$ cat src/rtl/cmd_exec_if.sv
// Command/response handshake between the UART command wrapper (master) and the
// command execution stage (slave).
interface cmd_exec_if;
    logic [7:0]  cmd;
    logic [15:0] data;
    logic        cmd_rdy;
    logic        clr_cmd_rdy;
    logic        snd_resp;
    logic [7:0]  resp;
    logic        resp_sent;

    modport master (
        output cmd, data, cmd_rdy, resp_sent,
        input  clr_cmd_rdy, snd_resp, resp
    );

    modport slave (
        input  cmd, data, cmd_rdy, resp_sent,
        output clr_cmd_rdy, snd_resp, resp
    );
endinterface

$ cat src/rtl/cmd_exec.sv
// Command execution stage: decodes wrapper commands against a bank of 16-bit config
// registers and answers with one response byte. Define CMD_TMO_EN for the link-loss timeout.
module cmd_exec #(
    parameter int          NUM_REGS   = 8,
    parameter logic [7:0]  ACK_BYTE   = 8'hA5,
    parameter logic [7:0]  NAK_BYTE   = 8'hEE,
    parameter logic [31:0] TMO_CYCLES = 32'd2_500_000
) (
    input  logic                    clk,
    input  logic                    rst_n,
    cmd_exec_if.slave               bus,
    output logic                    busy,
    output logic [16*NUM_REGS-1:0]  regs,
    output logic                    tmo
);

    localparam logic [1:0] S_IDLE = 2'd0;
    localparam logic [1:0] S_EXEC = 2'd1;
    localparam logic [1:0] S_WAIT = 2'd2;

    localparam logic [3:0] OP_NOP   = 4'h0;
    localparam logic [3:0] OP_WRITE = 4'h1;
    localparam logic [3:0] OP_RD_LO = 4'h2;
    localparam logic [3:0] OP_RD_HI = 4'h3;
    localparam logic [3:0] OP_INCR  = 4'h4;

    localparam int IDX_W = (NUM_REGS > 1) ? $clog2(NUM_REGS) : 1;

    logic [1:0]       state_q, state_d;
    logic [7:0]       cmd_q, cmd_d;
    logic [15:0]      data_q, data_d;
    logic             clr_q, clr_d;
    logic             snd_q, snd_d;
    logic [7:0]       resp_q, resp_d;
    logic             resp_sent_q;
    logic             busy_q;
    logic [15:0]      regs_q [NUM_REGS];
    logic [15:0]      regs_d [NUM_REGS];

    logic             accept;
    logic [3:0]       op;
    logic [3:0]       idx;
    logic             idx_ok;
    logic [IDX_W-1:0] sel;
    logic             tmo_fire;

    assign accept = (state_q == S_IDLE) && bus.cmd_rdy;
    assign op     = cmd_q[7:4];
    assign idx    = cmd_q[3:0];
    assign idx_ok = int'(idx) < NUM_REGS;
    assign sel    = idx[IDX_W-1:0];

`ifdef CMD_TMO_EN
    logic [31:0] tmo_cnt_q;
    logic        tmo_q;

    // Fires once per idle stretch; the counter parks at the terminal value afterwards.
    assign tmo_fire = !tmo_q && !accept && (tmo_cnt_q == TMO_CYCLES - 32'd1);

    always_ff @(posedge clk or negedge rst_n) begin
        if (!rst_n) begin
            tmo_cnt_q <= '0;
            tmo_q     <= 1'b0;
        end else if (accept) begin
            tmo_cnt_q <= '0;
            tmo_q     <= 1'b0;
        end else begin
            if (tmo_cnt_q != TMO_CYCLES - 32'd1) tmo_cnt_q <= tmo_cnt_q + 32'd1;
            if (tmo_fire)                        tmo_q     <= 1'b1;
        end
    end

    assign tmo = tmo_q;
`else
    assign tmo_fire = 1'b0;
    assign tmo      = 1'b0;
`endif

    always_comb begin
        // NOTE: every comb output gets a default first so no path leaves it unassigned (no latch).
        state_d = state_q;
        cmd_d   = cmd_q;
        data_d  = data_q;
        clr_d   = 1'b0;
        snd_d   = 1'b0;
        resp_d  = resp_q;
        regs_d  = regs_q;

        // The timeout clear is applied first so a same-edge command write overrides it.
        if (tmo_fire) regs_d[0] = '0;

        case (state_q)
            S_IDLE: begin
                if (accept) begin
                    cmd_d   = bus.cmd;
                    data_d  = bus.data;
                    clr_d   = 1'b1;
                    state_d = S_EXEC;
                end
            end
            S_EXEC: begin
                snd_d   = 1'b1;
                state_d = S_WAIT;
                resp_d  = NAK_BYTE;
                if (op == OP_NOP) begin
                    resp_d = ACK_BYTE;
                end else if (idx_ok) begin
                    case (op)
                        OP_WRITE: begin
                            regs_d[sel] = data_q;
                            resp_d      = ACK_BYTE;
                        end
                        OP_RD_LO: resp_d = regs_q[sel][7:0];
                        OP_RD_HI: resp_d = regs_q[sel][15:8];
                        OP_INCR: begin
                            regs_d[sel] = regs_q[sel] + data_q;
                            resp_d      = ACK_BYTE;
                        end
                        default:  resp_d = NAK_BYTE;
                    endcase
                end
            end
            S_WAIT: begin
                if (bus.resp_sent && !resp_sent_q) state_d = S_IDLE;
            end
            default: state_d = S_IDLE;
        endcase
    end

    always_ff @(posedge clk or negedge rst_n) begin
        // NOTE: state is updated with non-blocking assignments so every flop samples pre-edge values.
        if (!rst_n) begin
            state_q     <= S_IDLE;
            cmd_q       <= '0;
            data_q      <= '0;
            clr_q       <= 1'b0;
            snd_q       <= 1'b0;
            resp_q      <= '0;
            resp_sent_q <= 1'b0;
            busy_q      <= 1'b0;
            // NOTE: the bank drives live configuration, so every entry is reset (not a RAM).
            for (int i = 0; i < NUM_REGS; i++) regs_q[i] <= '0;
        end else begin
            state_q     <= state_d;
            cmd_q       <= cmd_d;
            data_q      <= data_d;
            clr_q       <= clr_d;
            snd_q       <= snd_d;
            resp_q      <= resp_d;
            resp_sent_q <= bus.resp_sent;
            busy_q      <= (state_d != S_IDLE);
            for (int i = 0; i < NUM_REGS; i++) regs_q[i] <= regs_d[i];
        end
    end

    always_comb begin
        regs = '0;
        for (int i = 0; i < NUM_REGS; i++) regs[16*i +: 16] = regs_q[i];
    end

    assign bus.clr_cmd_rdy = clr_q;
    assign bus.snd_resp    = snd_q;
    assign bus.resp        = resp_q;
    assign busy            = busy_q;

endmodule

$ cat src/flat_wrapper.sv
// flat-port wrapper written by rule: the top's interface ports become plain ports
module cmd_exec_flat 
#(
    parameter int          NUM_REGS   = 8,
    parameter logic [7:0]  ACK_BYTE   = 8'hA5,
    parameter logic [7:0]  NAK_BYTE   = 8'hEE,
    parameter logic [31:0] TMO_CYCLES = 32'd2_500_000
)
  (clk, rst_n, busy, regs, tmo, bus_cmd, bus_data, bus_cmd_rdy, bus_resp_sent, bus_clr_cmd_rdy, bus_snd_resp, bus_resp);
  cmd_exec_if bus_i ();
  input  logic clk;
  input  logic rst_n;
  output logic busy;
  output logic [16*NUM_REGS-1:0] regs;
  output logic tmo;
  input wire logic [$bits(bus_i.cmd)-1:0] bus_cmd;
  input wire logic [$bits(bus_i.data)-1:0] bus_data;
  input wire logic [$bits(bus_i.cmd_rdy)-1:0] bus_cmd_rdy;
  input wire logic [$bits(bus_i.resp_sent)-1:0] bus_resp_sent;
  output wire logic [$bits(bus_i.clr_cmd_rdy)-1:0] bus_clr_cmd_rdy;
  output wire logic [$bits(bus_i.snd_resp)-1:0] bus_snd_resp;
  output wire logic [$bits(bus_i.resp)-1:0] bus_resp;
  assign bus_i.cmd = bus_cmd;
  assign bus_i.data = bus_data;
  assign bus_i.cmd_rdy = bus_cmd_rdy;
  assign bus_i.resp_sent = bus_resp_sent;
  assign bus_clr_cmd_rdy = bus_i.clr_cmd_rdy;
  assign bus_snd_resp = bus_i.snd_resp;
  assign bus_resp = bus_i.resp;
  cmd_exec #(.NUM_REGS(NUM_REGS), .ACK_BYTE(ACK_BYTE), .NAK_BYTE(NAK_BYTE), .TMO_CYCLES(TMO_CYCLES)) u_core (.clk(clk), .rst_n(rst_n), .bus(bus_i), .busy(busy), .regs(regs), .tmo(tmo));
endmodule
$ cat config.mk
export PLATFORM = sky130hd
export DESIGN_NAME = cmd_exec_flat
export DESIGN_NICKNAME = d
export VERILOG_FILES = /design/src/rtl/cmd_exec_if.sv /design/src/rtl/cmd_exec.sv /design/src/flat_wrapper.sv
export SDC_FILE = /design/constraint.sdc
export NUM_CORES = 1
export LEC_CHECK = 0
export BUFFER_PORTS_ARGS = -buffer_cell sky130_fd_sc_hd__buf_4
export CAP_MARGIN = 20
export CORE_ASPECT_RATIO = 1.4
export CORE_MARGIN = 5
export CORE_UTILIZATION = 28
export DETAILED_ROUTE_END_ITERATION = 7
export GPL_ROUTABILITY_DRIVEN = 0
export PLACE_DENSITY_LB_ADDON = 0.08
export SETUP_SLACK_MARGIN = 0.15
export SLEW_MARGIN = 20
export SYNTH_ARGS = -nofsm -noshare
export SYNTH_HDL_FRONTEND = slang
export SYNTH_SLANG_ARGS = --single-unit
$ cat constraint.sdc
create_clock -name clk -period 9.1 [get_ports clk]
set_input_delay 2.275 -clock clk [delete_from_list [all_inputs] [get_ports clk]]
set_output_delay 2.275 -clock clk [all_outputs]
set_load 0.02 [all_outputs]
==> results.toml, run 1 <==
[outcome]
status = "finished, final reports clean"

[grt]
grtUsageTotal_pct = 17.39
grt_pass1_vias = 6572
antenna_found_initial = 0
gr-total-overflow = 0
grt_max_degree = 96
grt_pass1_wl_um = 42710

[critical_path]
cp_top_family = "compound AO/OA/AOI/OAI gates"
end_kind = "flip-flop"
cp_max_fo = 40
crit_chain = "buf_4 > nor2b_1 > a22oi_1 > o221ai_1 > ha_1 > a21o_2 > a221oi_2 > o21ai_0 > xnor2_1 > nor2_1 > a21oi_1 > o21ai_0"
r2r-start = "u_core.cmd_q[1]"
crit_top_cell = "o21ai_0"
worstPathBufferInverterCount = 1
cp.required_ns = 9.38
cp.arrival_ns = 4.73
crit_path_start = "u_core.cmd_q[1]"
critPathMaxStageDelay_ns = 0.60
crit_type = "reg -> reg"
cp_slowest_cell = "nor2b_1"
startpoint_type = "flip-flop"

[worst_hold_path]
hp-class = "reg -> reg"
worstHoldStart = "u_core.bus.resp[0]"

[sta]
maxSlewHeadroom_pct = 28.43
rsz0062_at_grt = "false"
fin_crit_ns = 4.452
worst_pin_slew_ns = 1.071
hold_viol_final = 0
finalSetupTns_ns = 0
max_freq_mhz = 224.6
fin_crit_sh_pct = 48.92
fin_skew_ns = 0.01177
finalSetupViolations = 0
drv_slew = 0
worst_slack_ns = 4.648

[die]
start_util_pct = 28.24
io_pins = 168
coreArea_sq_mm = 0.02898
rows = 74
die_h_um = 212.3
die_x_um = 154.5
dieArea_sq_mm = 0.03279

[drt]
via_per_inst = 4.864
ant_nets = 0
wl_per_cell_um = 21.51
drt_iter0_markers = 406
routed_wl_um = 28370
drcViolationCount = 0
via_count = 6416
firstDrtPassIters = 4

[clocking]
hold_buffers = 0
htree_levels = 4
cts_root_buf = "clkbuf_16"
clk_pin_slew_worst_paths_ns = 0.07
cts_tree = "yes"
cts_made_buffers = 17
clock_path_buffers = 2
cts_setup_buffers = 0
clkLatencyLatePin_ns = 0.44
clock-sinks = 166
cts_resized = 0

[yosys]
synth-seq-cells = 166
synth_edf_count = 0
syn_area_per_cell_sq_um = 10.50
synth-main-ff-cell = "dfrtp_1"
async_flop_share_pct = 100.0
netlist_instances = 779
synth_area_sq_mm = 0.008183
ys_warn_count = 0
synth_nets = 823
synth.lib_cells_used.distinct = 66
ys_seq_area_share_pct = 50.76

[cells_and_area]
area_growth_pct = 26.94
nNetsFinal = 970
drive_gt1_share_pct = 31.42
final_cell_mix = "buf_4, dfrtp_1, nand2_1"
diodes = 0
final_common_cell = "buf_4"
final.fill_count = 2934

[pwr]
p_total_mw = 4.071
vdd_drop_max_uv = 128.3
power_leakage_nw = 4.805
powerDensity_mw_per_mm2 = 391.9

[placement]
dpl.hpwl_um = 20680
io_buffers = 166
dp_slack_ns = 4.602

[flow_run]
cap_violations = 0
==> final timing paths <==
check | end | slack (ns) | cells after the start
worst max-delay path | u_core.regs[104] | 4.65 | 12
worst min-delay path | u_core.bus.resp[0] | 0.48 | 2
worst max register to register | u_core.regs[104] | 4.65 | 12
worst min register to register | u_core.bus.resp[0] | 0.48 | 2
max in group asynchronous | u_core.cmd_q[1] | 5.72 | 2
min in group asynchronous | u_core.bus.clr_cmd_rdy | 1.90 | 1
==> cells in the mapped netlist (3+ instances only) <==
cell type | number | area share [%]
o21ai_0 | 102 | 6.2
nand2_1 | 129 | 5.9
o221ai_1 | 4 | 0.43
a31oi_1 | 9 | 0.69
inv_1 | 4 | 0.18
nor3_1 | 5 | 0.31
a21o_1 | 4 | 0.37
xnor2_1 | 4 | 0.43
buf_2 | 18 | 1.1
clkbuf_1 | 20 | 0.92
nor2b_1 | 5 | 0.38
ha_1 | 15 | 2.3
a21oi_1 | 57 | 3.5
o211ai_1 | 3 | 0.28
buf_1 | 3 | 0.14
nand2b_1 | 4 | 0.31
nor2_1 | 61 | 2.8
a22oi_1 | 5 | 0.46
a211oi_1 | 4 | 0.37
o21bai_1 | 3 | 0.28
nor3b_1 | 4 | 0.37
dfrtp_1 | 166 | 51
mux4_2 | 21 | 5.8
o21a_1 | 3 | 0.28
buf_4 | 6 | 0.55
nand3_1 | 3 | 0.18
xor2_1 | 9 | 0.96
and3_1 | 4 | 0.31
mux2i_1 | 11 | 1.3
mux2_2 | 45 | 6.2
==> stage by stage <==
stage	instance area [sq um]	hold slack, ns	instances	utilization [%]
floorplan	8183	0.4452	779	-
global placement	9762	0.4810	1286	33.68
detailed placement	9762	0.4773	1286	33.68
CTS	10360	0.4931	1318	35.75
global route	10390	0.5167	1319	35.84
finish	10390	0.4846	1319	35.84
==> kinds of logic after synthesis <==
| group | count (synthesis) | synth area share (%) |
|---|---|---|
| AO/OA/AOI/OAI | 216 | 15.47 |
| XOR/XNOR | 13 | 1.391 |
| other | 1 | 0.04583 |
| AND/OR/NAND/NOR | 234 | 12.54 |
| adder cells (fa/ha/maj) | 16 | 2.538 |
| multiplexers | 80 | 14.08 |
| flip-flops | 166 | 50.76 |
| buffers and inverters | 53 | 3.165 |
==> per-layer routing <==
metal | wire [um] | share of wire (%) | global-route usage, %
met1 | 12500 | 44 | 22.73
met2 | 14470 | 51 | 29.73
met3 | 979 | 3.5 | 3.217
met4 | 417 | 1.5 | 4.631
met5 | 0 | 0 | 0
==> worst register-to-register path, cell delays in order, from the launching register on <==
cell      delay [ns]
dfrtp_2         0.34
buf_4           0.46
nor2b_1         0.68
a22oi_1         0.21
o221ai_1        0.45
ha_1            0.38
a21o_2          0.25
a221oi_2        0.46
o21ai_0         0.20
xnor2_1         0.16
nor2_1          0.05
a21oi_1         0.48
o21ai_0         0.18
==> state kept, by name (all words and copies together) (netlist names) <==
name	cells
u_core.busy	1
u_core.state_q	2
u_core.resp_sent_q	1
u_core.regs	128
u_core.data_q	16
u_core.cmd_q	8
u_core.bus.clr_cmd_rdy	1
u_core.bus.snd_resp	1
u_core.bus.resp	8
==> power breakdown <==
part,switching [mW],leakage [nW],internal [mW],total [mW]
logic,1.15,2.32,0.816,1.97
clock network,0.312,0.280,0.440,0.752
registers,0.337,2.21,1.01,1.35
total,1.80,4.81,2.27,4.07
==> cell type report <==
class / count / area [sq um] / share of cell area (%)
Sequential cell: 166 / 4158 / 40.03
Multi-Input combinational cell: 560 / 3789 / 36.47
Timing Repair Buffer: 177 / 1353 / 13.02
Tap cell: 380 / 475.5 / 4.577
Clock buffer: 21 / 450.4 / 4.336
Clock inverter: 11 / 147.6 / 1.421
Inverter: 4 / 15.01 / 0.1445
Power figures use the tool's default switching activity.
==> run 2, diff against run 1 <==
--- a/config.mk
+++ b/config.mk
@@ -5,6 +5,7 @@
 export SDC_FILE = /design/constraint.sdc
 export NUM_CORES = 1
 export LEC_CHECK = 0
+export ABC_AREA = 1
 export BUFFER_PORTS_ARGS = -buffer_cell sky130_fd_sc_hd__buf_4
 export CAP_MARGIN = 20
 export CORE_ASPECT_RATIO = 1.4
==> constraint.sdc (replaced) <==
create_clock -name clk -period 4.3 [get_ports clk]
set_input_delay 1.075 -clock clk [delete_from_list [all_inputs] [get_ports clk]]
set_output_delay 1.075 -clock clk [all_outputs]
set_load 0.02 [all_outputs]
==> run 2 against run 1 <==
Sequential share of layout area shrank 2.7 points; worst hold slack gained 0.0078 ns; wire length grew 27%; critical path type unchanged; sequential power grew 99%; fmax grew 22%; synthesized cell count grew 57%; design area grew 7.1%; critical endpoint is now u_core.regs[79]; register-to-register slack lost 4.0 ns; clock power grew 120%; flip-flop and latch count is the same; cell count grew 36%.
==> results.toml, run 2 <==
[yosys]
netlist_instances = 1224
synth.lib_cells_used.distinct = 38
synth-seq-cells = 166
yosysMostFrequentCell = "nand2_1"
synth_area_leaders = "dfrtp_1, nand2_1, nand3_1"
async_flop_share_pct = 100.0
synthSimpleGateAreaFrac_pct = 37.55
synthTopCellsByCount = "nand2_1, dfrtp_1, nor2_1, nand3_1, inv_1"
synth_xor_area_share_pct = 0.09922
syn_area_per_cell_sq_um = 7.212
synth_edf_count = 0
synth_top_cell_area_share_pct = 47.06
muxShareOfSynthArea_pct = 0.2268
ys_seq_area_share_pct = 47.06
synth_area_sq_mm = 0.008827
synth-compound-area-share_pct = 6.917
synth-main-ff-cell = "dfrtp_1"
synth_fa_ha_area_share_pct = 2.353
ys_warn_count = 0
yosys.area.top_type = "dfrtp_1"
synth_nets = 1268
synth_top_family_by_area = "simple AND/OR/NAND/NOR gates"

[cells_and_area]
drive_gt1_share_pct = 17.95
final_common_cell = "nand2_1"
area_growth_pct = 26.08
largest_reg_flops = 128
diodes = 0
regArea_sq_mm = 0.004154
nNetsFinal = 1429
multiInputGateArea_sq_mm = 0.004165
finish.utilization_pct = 35.44
final_cell_mix = "nand2_1, buf_4, dfrtp_1"
final.fill_count = 3416

[sta]
worst_slack_ns = 0.6433
fin_crit_sh_pct = 85.04
maxSlewHeadroom_pct = 35.94
finalSetupViolations = 0
drv_slew = 0
hold_viol_final = 0
fin_crit_ns = 3.657
worst_pin_slew_ns = 0.9536
rsz0062_at_grt = "false"
fin_skew_ns = 0.01009
max_freq_mhz = 273.5
whs_ns = 0.4925
finalSetupTns_ns = 0

[critical_path]
critPathMaxStageDelay_ns = 0.84
cp_slowest_cell = "nor3_1"
crit_top_cell = "nand2_1"
cp_max_fo = 9
r2r-end = "u_core.regs[79]"
worstPathBufferInverterCount = 1
r2r_cells = 17
startpoint_type = "flip-flop"
cp.required_ns = 4.64
end_kind = "flip-flop"
crit_type = "reg -> reg"
reg2reg_slack_ns = 0.64
crit_chain = "nor3_1 > buf_4 > nand2_1 > o21ai_0 > nor2_1 > nand3b_1 > ha_1 > nand2_1 > nand2_1 > a21oi_1 > nand2_1 > nand2_1 > nand2_1 > nand3_1 > nand3_1 > nand2_1 > nand2_1"
r2r-start = "u_core.cmd_q[1]"
cp_top_family = "simple AND/OR/NAND/NOR gates"
cp.arrival_ns = 4.00

[drt]
drt_iter0_markers = 645
drcViolationCount = 0
via_count = 8573
via_per_inst = 4.781
wl_per_cell_um = 20.13
ant_nets = 0
routed_wl_um = 36100
firstDrtPassIters = 5

[grt]
antenna_found_initial = 1
gr-total-overflow = 0
grt_max_degree = 84
grtUsageTotal_pct = 20.48
grt_pass1_vias = 8507
grt_pass1_wl_um = 54160

[die]
die_h_um = 220.1
die_x_um = 160.1
start_util_pct = 28.11
io_pins = 168
rows = 77
dieArea_sq_mm = 0.03523
coreArea_sq_mm = 0.03141

[clocking]
cts_tree = "yes"
cts_setup_buffers = 0
clk_pin_slew_worst_paths_ns = 0.07
cts_resized = 0
htree_levels = 4
clkLatencyLatePin_ns = 0.46
cts_made_buffers = 17
cts_root_buf = "clkbuf_16"
hold_buffers = 0
clock_path_buffers = 2
clock-sinks = 166

[flow_run]
cap_violations = 0

[outcome]
status = "finished, final reports clean"

[pwr]
power_leakage_nw = 6.032
p_total_mw = 8.162
vdd_drop_max_uv = 287.2
powerDensity_mw_per_mm2 = 733.4

[worst_hold_path]
holdPathStages = 2
worstHoldStart = "u_core.bus.resp[1]"
hold-path-endpoint = "u_core.bus.resp[1]"
hp-class = "reg -> reg"

[placement]
dp_slack_ns = 0.6024
dpl.hpwl_um = 26670
io_buffers = 166
[run 2: cell count changes in the layout (fill, tap and decap cells not counted), moves of 10 or more]
cell	before	now
a21oi_1	57	37
inv_1	4	65
mux2_2	45	0
mux4_2	21	0
nand2_1	129	595
nand3_1	3	74
nand4_1	0	10
nor2_1	60	96
o21ai_0	102	44
o21ai_1	1	23
[run 2: how the worst max path moves through the flow]
stage | from | to | slack, ns | cells after the start
2_1_floorplan | u_core.cmd_q[2] | u_core.regs[111] | 1.59 | 19
3_3_place_gp | u_core.cmd_q[1] | u_core.regs[31] | 0.66 | 16
3_5_place_dp | u_core.cmd_q[1] | u_core.regs[79] | 0.60 | 17
4_1_cts | u_core.cmd_q[1] | u_core.regs[79] | 0.58 | 17
5_1_grt | u_core.cmd_q[1] | u_core.regs[47] | 0.29 | 19
6_report | u_core.cmd_q[1] | u_core.regs[79] | 0.64 | 17
[run 2: stage by stage]
stage	instances	cell area (sq um)
after floorplan	1224	8827
after global placement	1761	10500
after detailed placement	1761	10500
after CTS	1793	11130
after global routing	1793	11130
final	1793	11130
[run 2: worst min-delay path: stages, from the launching register on]
cell and delay, ns:
dfrtp_1 0.35, nand2_1 0.06, nand2_1 0.05
[run 2: report_power, final]
part | leakage, nW | switching (mW) | internal [mW]
Clock | 0.303 | 0.699 | 0.979
Combinational | 3.50 | 2.54 | 1.25
Sequential | 2.23 | 0.605 | 2.08
[run 2: area by class of cell]
cell class,count,share of cell area [%]
Clock inverter,14,1.799
Multi-Input combinational cell,940,37.43
Clock buffer,18,3.856
Inverter,75,2.530
Timing Repair Buffer,185,12.63
Sequential cell,166,37.32
Tap cell,395,4.441
[run 2: per-layer routing]
metal,global-route usage [%],vias to the layer above,routed length [um]
met4,7.030,0,1020
met5,0,-,0
met2,34.43,239,17480
met1,26.66,4115,16030
met3,3.667,48,1575
li1,-,4171,-
[run 2: cell families after synthesis]
logic type	Yosys count
simple gates	805
other cells	1
flops	166
mux	2
compound gates	115
fa+ha+maj	16
buf+inv	118
xor+xnor	1
==> run 3, diff against run 2 <==
--- a/config.mk
+++ b/config.mk
@@ -7,7 +7,7 @@
 export LEC_CHECK = 0
 export ABC_AREA = 1
 export BUFFER_PORTS_ARGS = -buffer_cell sky130_fd_sc_hd__buf_4
-export CAP_MARGIN = 20
+export CAP_MARGIN = 10
 export CORE_ASPECT_RATIO = 1.4
 export CORE_MARGIN = 5
 export CORE_UTILIZATION = 28
==> constraint.sdc (replaced) <==
create_clock -name clk -period 4.3 [get_ports clk]
set_input_delay 0.215 -clock clk [delete_from_list [all_inputs] [get_ports clk]]
set_output_delay 0.215 -clock clk [all_outputs]
set_load 0.02 [all_outputs]
==> run 3 against run 2 <==
Sequential power is essentially flat; critical path type unchanged; count of clock-buffer cells in the layout grew 4; combinational power about the same; critical path depth decreased by 1; non-clock buffer count up 20; clock power is essentially flat; flip-flop and latch count unchanged; die area is the same; critical endpoint is now u_core.regs[59]; global-route usage grew 0.44 points; largest power group unchanged; sequential share of layout area is 0.72 points lower.
==> results.toml, run 3 (synthesis results as in run 2) <==
[outcome]
status = "finished, final reports clean"

[flow_run]
cap_violations = 0

[cells_and_area]
largest_reg_flops = 128
area_growth_pct = 28.58
finish.utilization_pct = 36.14
final_common_cell = "nand2_1"
multiInputGateArea_sq_mm = 0.004165
instances_no_fill = 1813
nNetsFinal = 1449
diodes = 0
final_cell_mix = "nand2_1, buf_4, dfrtp_1"
final.fill_count = 3383
regArea_sq_mm = 0.004154
stdcell_area_sq_mm = 0.01135
drive_gt1_share_pct = 17.49

[die]
coreArea_sq_mm = 0.03141
start_util_pct = 28.11
die_h_um = 220.1
dieArea_sq_mm = 0.03523
die_x_um = 160.1
io_pins = 168
rows = 77

[placement]
io_buffers = 166
placed_area_sq_mm = 0.01049
dpl.hpwl_um = 26520
dp_slack_ns = 0.6406
dp.cells = 1758

[clocking]
clkLatencyLatePin_ns = 0.45
clock-sinks = 166
htree_levels = 4
cts_tree = "yes"
cts_root_buf = "clkbuf_16"
clock_path_buffers = 2
clk_pin_slew_worst_paths_ns = 0.07
cts_setup_buffers = 0
cts_made_buffers = 17

[critical_path]
cp_max_fo = 10
startpoint_type = "flip-flop"
cp.required_ns = 4.61
end_kind = "flip-flop"
crit_type = "reg -> reg"
cp_slowest_cell = "dfrtp_1"
crit_chain = "inv_1 > nand3_1 > inv_1 > a22oi_1 > nand3b_1 > ha_1 > nand2_1 > nand2_1 > a21oi_1 > nand2_1 > nand2_1 > nand2_1 > nand2_1 > nand3_1 > nand2_1 > o21ai_0"
crit_top_cell = "nand2_1"
cp.arrival_ns = 4.03
critPathMaxStageDelay_ns = 0.67

[pwr]
power_leakage_nw = 6.118
powerDensity_mw_per_mm2 = 719.8
p_total_mw = 8.169
vdd_drop_max_uv = 296.3

[worst_hold_path]
hp-class = "in -> reg"

[sta]
whs_ns = 0.02041
finalSetupTns_ns = 0
drv_slew = 0
rsz0062_at_grt = "false"
worst_slack_ns = 0.5862
worst_pin_slew_ns = 0.9008
max_freq_mhz = 269.3
finalSetupViolations = 0
fin_crit_sh_pct = 86.37
maxSlewHeadroom_pct = 38.23
hold_viol_final = 0
fin_crit_ns = 3.714
fin_skew_ns = 0.01016

[drt]
drt_iter0_markers = 652
drcViolationCount = 0
routed_wl_um = 36640
firstDrtPassIters = 7
wl_per_cell_um = 20.21
via_count = 8656
ant_nets = 0
via_per_inst = 4.774

[grt]
grtUsageTotal_pct = 20.92
grt_max_degree = 87
gr-total-overflow = 0
grt.busiest_layer = "met2"
antenna_found_initial = 0
grt_pass1_vias = 8707
met3_usage_pct = 3.929
grt_pass1_wl_um = 55290
grtUsageMet1_pct = 26.78
grt_util_met2_pct = 35.32
-- run 3: area by class of cell --
type	instances	area share, %
clock inverters	10	1.279
flip-flops and latches	166	36.60
well taps	395	4.355
inverters	75	2.480
repair buffers	205	14.32
multi-input cells	940	36.70
clock buffers	22	4.266
-- run 3: power by group --
| part | total [mW] | switching [mW] | leakage, nW | internal (mW) |
|---|---|---|---|---|
| clock | 1.66 | 0.677 | 0.303 | 0.978 |
| sequential | 2.69 | 0.610 | 2.23 | 2.08 |
| combinational | 3.82 | 2.55 | 3.58 | 1.27 |
| total | 8.17 | 3.84 | 6.12 | 4.33 |
-- run 3: path summary, 6_finish.rpt --
kind / start / end / slack, ns / cells after the start
max: u_core.cmd_q[1] / u_core.regs[59] / 0.59 / 16
max reg2reg: u_core.cmd_q[1] / u_core.regs[59] / 0.59 / 16
min: bus_cmd[2] / u_core.cmd_q[2] / 0.02 / 3
max in group asynchronous: rst_n / u_core.regs[25] / 2.90 / 3
min in group asynchronous: rst_n / u_core.cmd_q[7] / 0.40 / 2
min reg2reg: u_core.bus.resp[4] / u_core.bus.resp[4] / 0.49 / 2
-- run 3: what timing repair did --
action / CTS / global route
endpoints found under the hold margin: 102 / 0
gates resized for setup: 0 / 0
setup endpoints to repair: 0 / 0
hold buffers: 23 / 0
-- run 3: routing by layer --
metal | up-vias | routed length, um
met5 | - | 0
met1 | 4119 | 15880
met2 | 275 | 17930
met3 | 58 | 1727
met4 | 0 | 1102
li1 | 4204 | -
-- run 3: worst max-delay path, delay by kind of cell (launching register included) --
family / cells / cell delay [ns]
and+or+nand+nor: 10 / 1.43
DFF: 1 / 0.67
AOI/OAI and AO/OA: 3 / 0.57
adders and majority gates: 1 / 0.37
buffers and inverters: 2 / 0.51
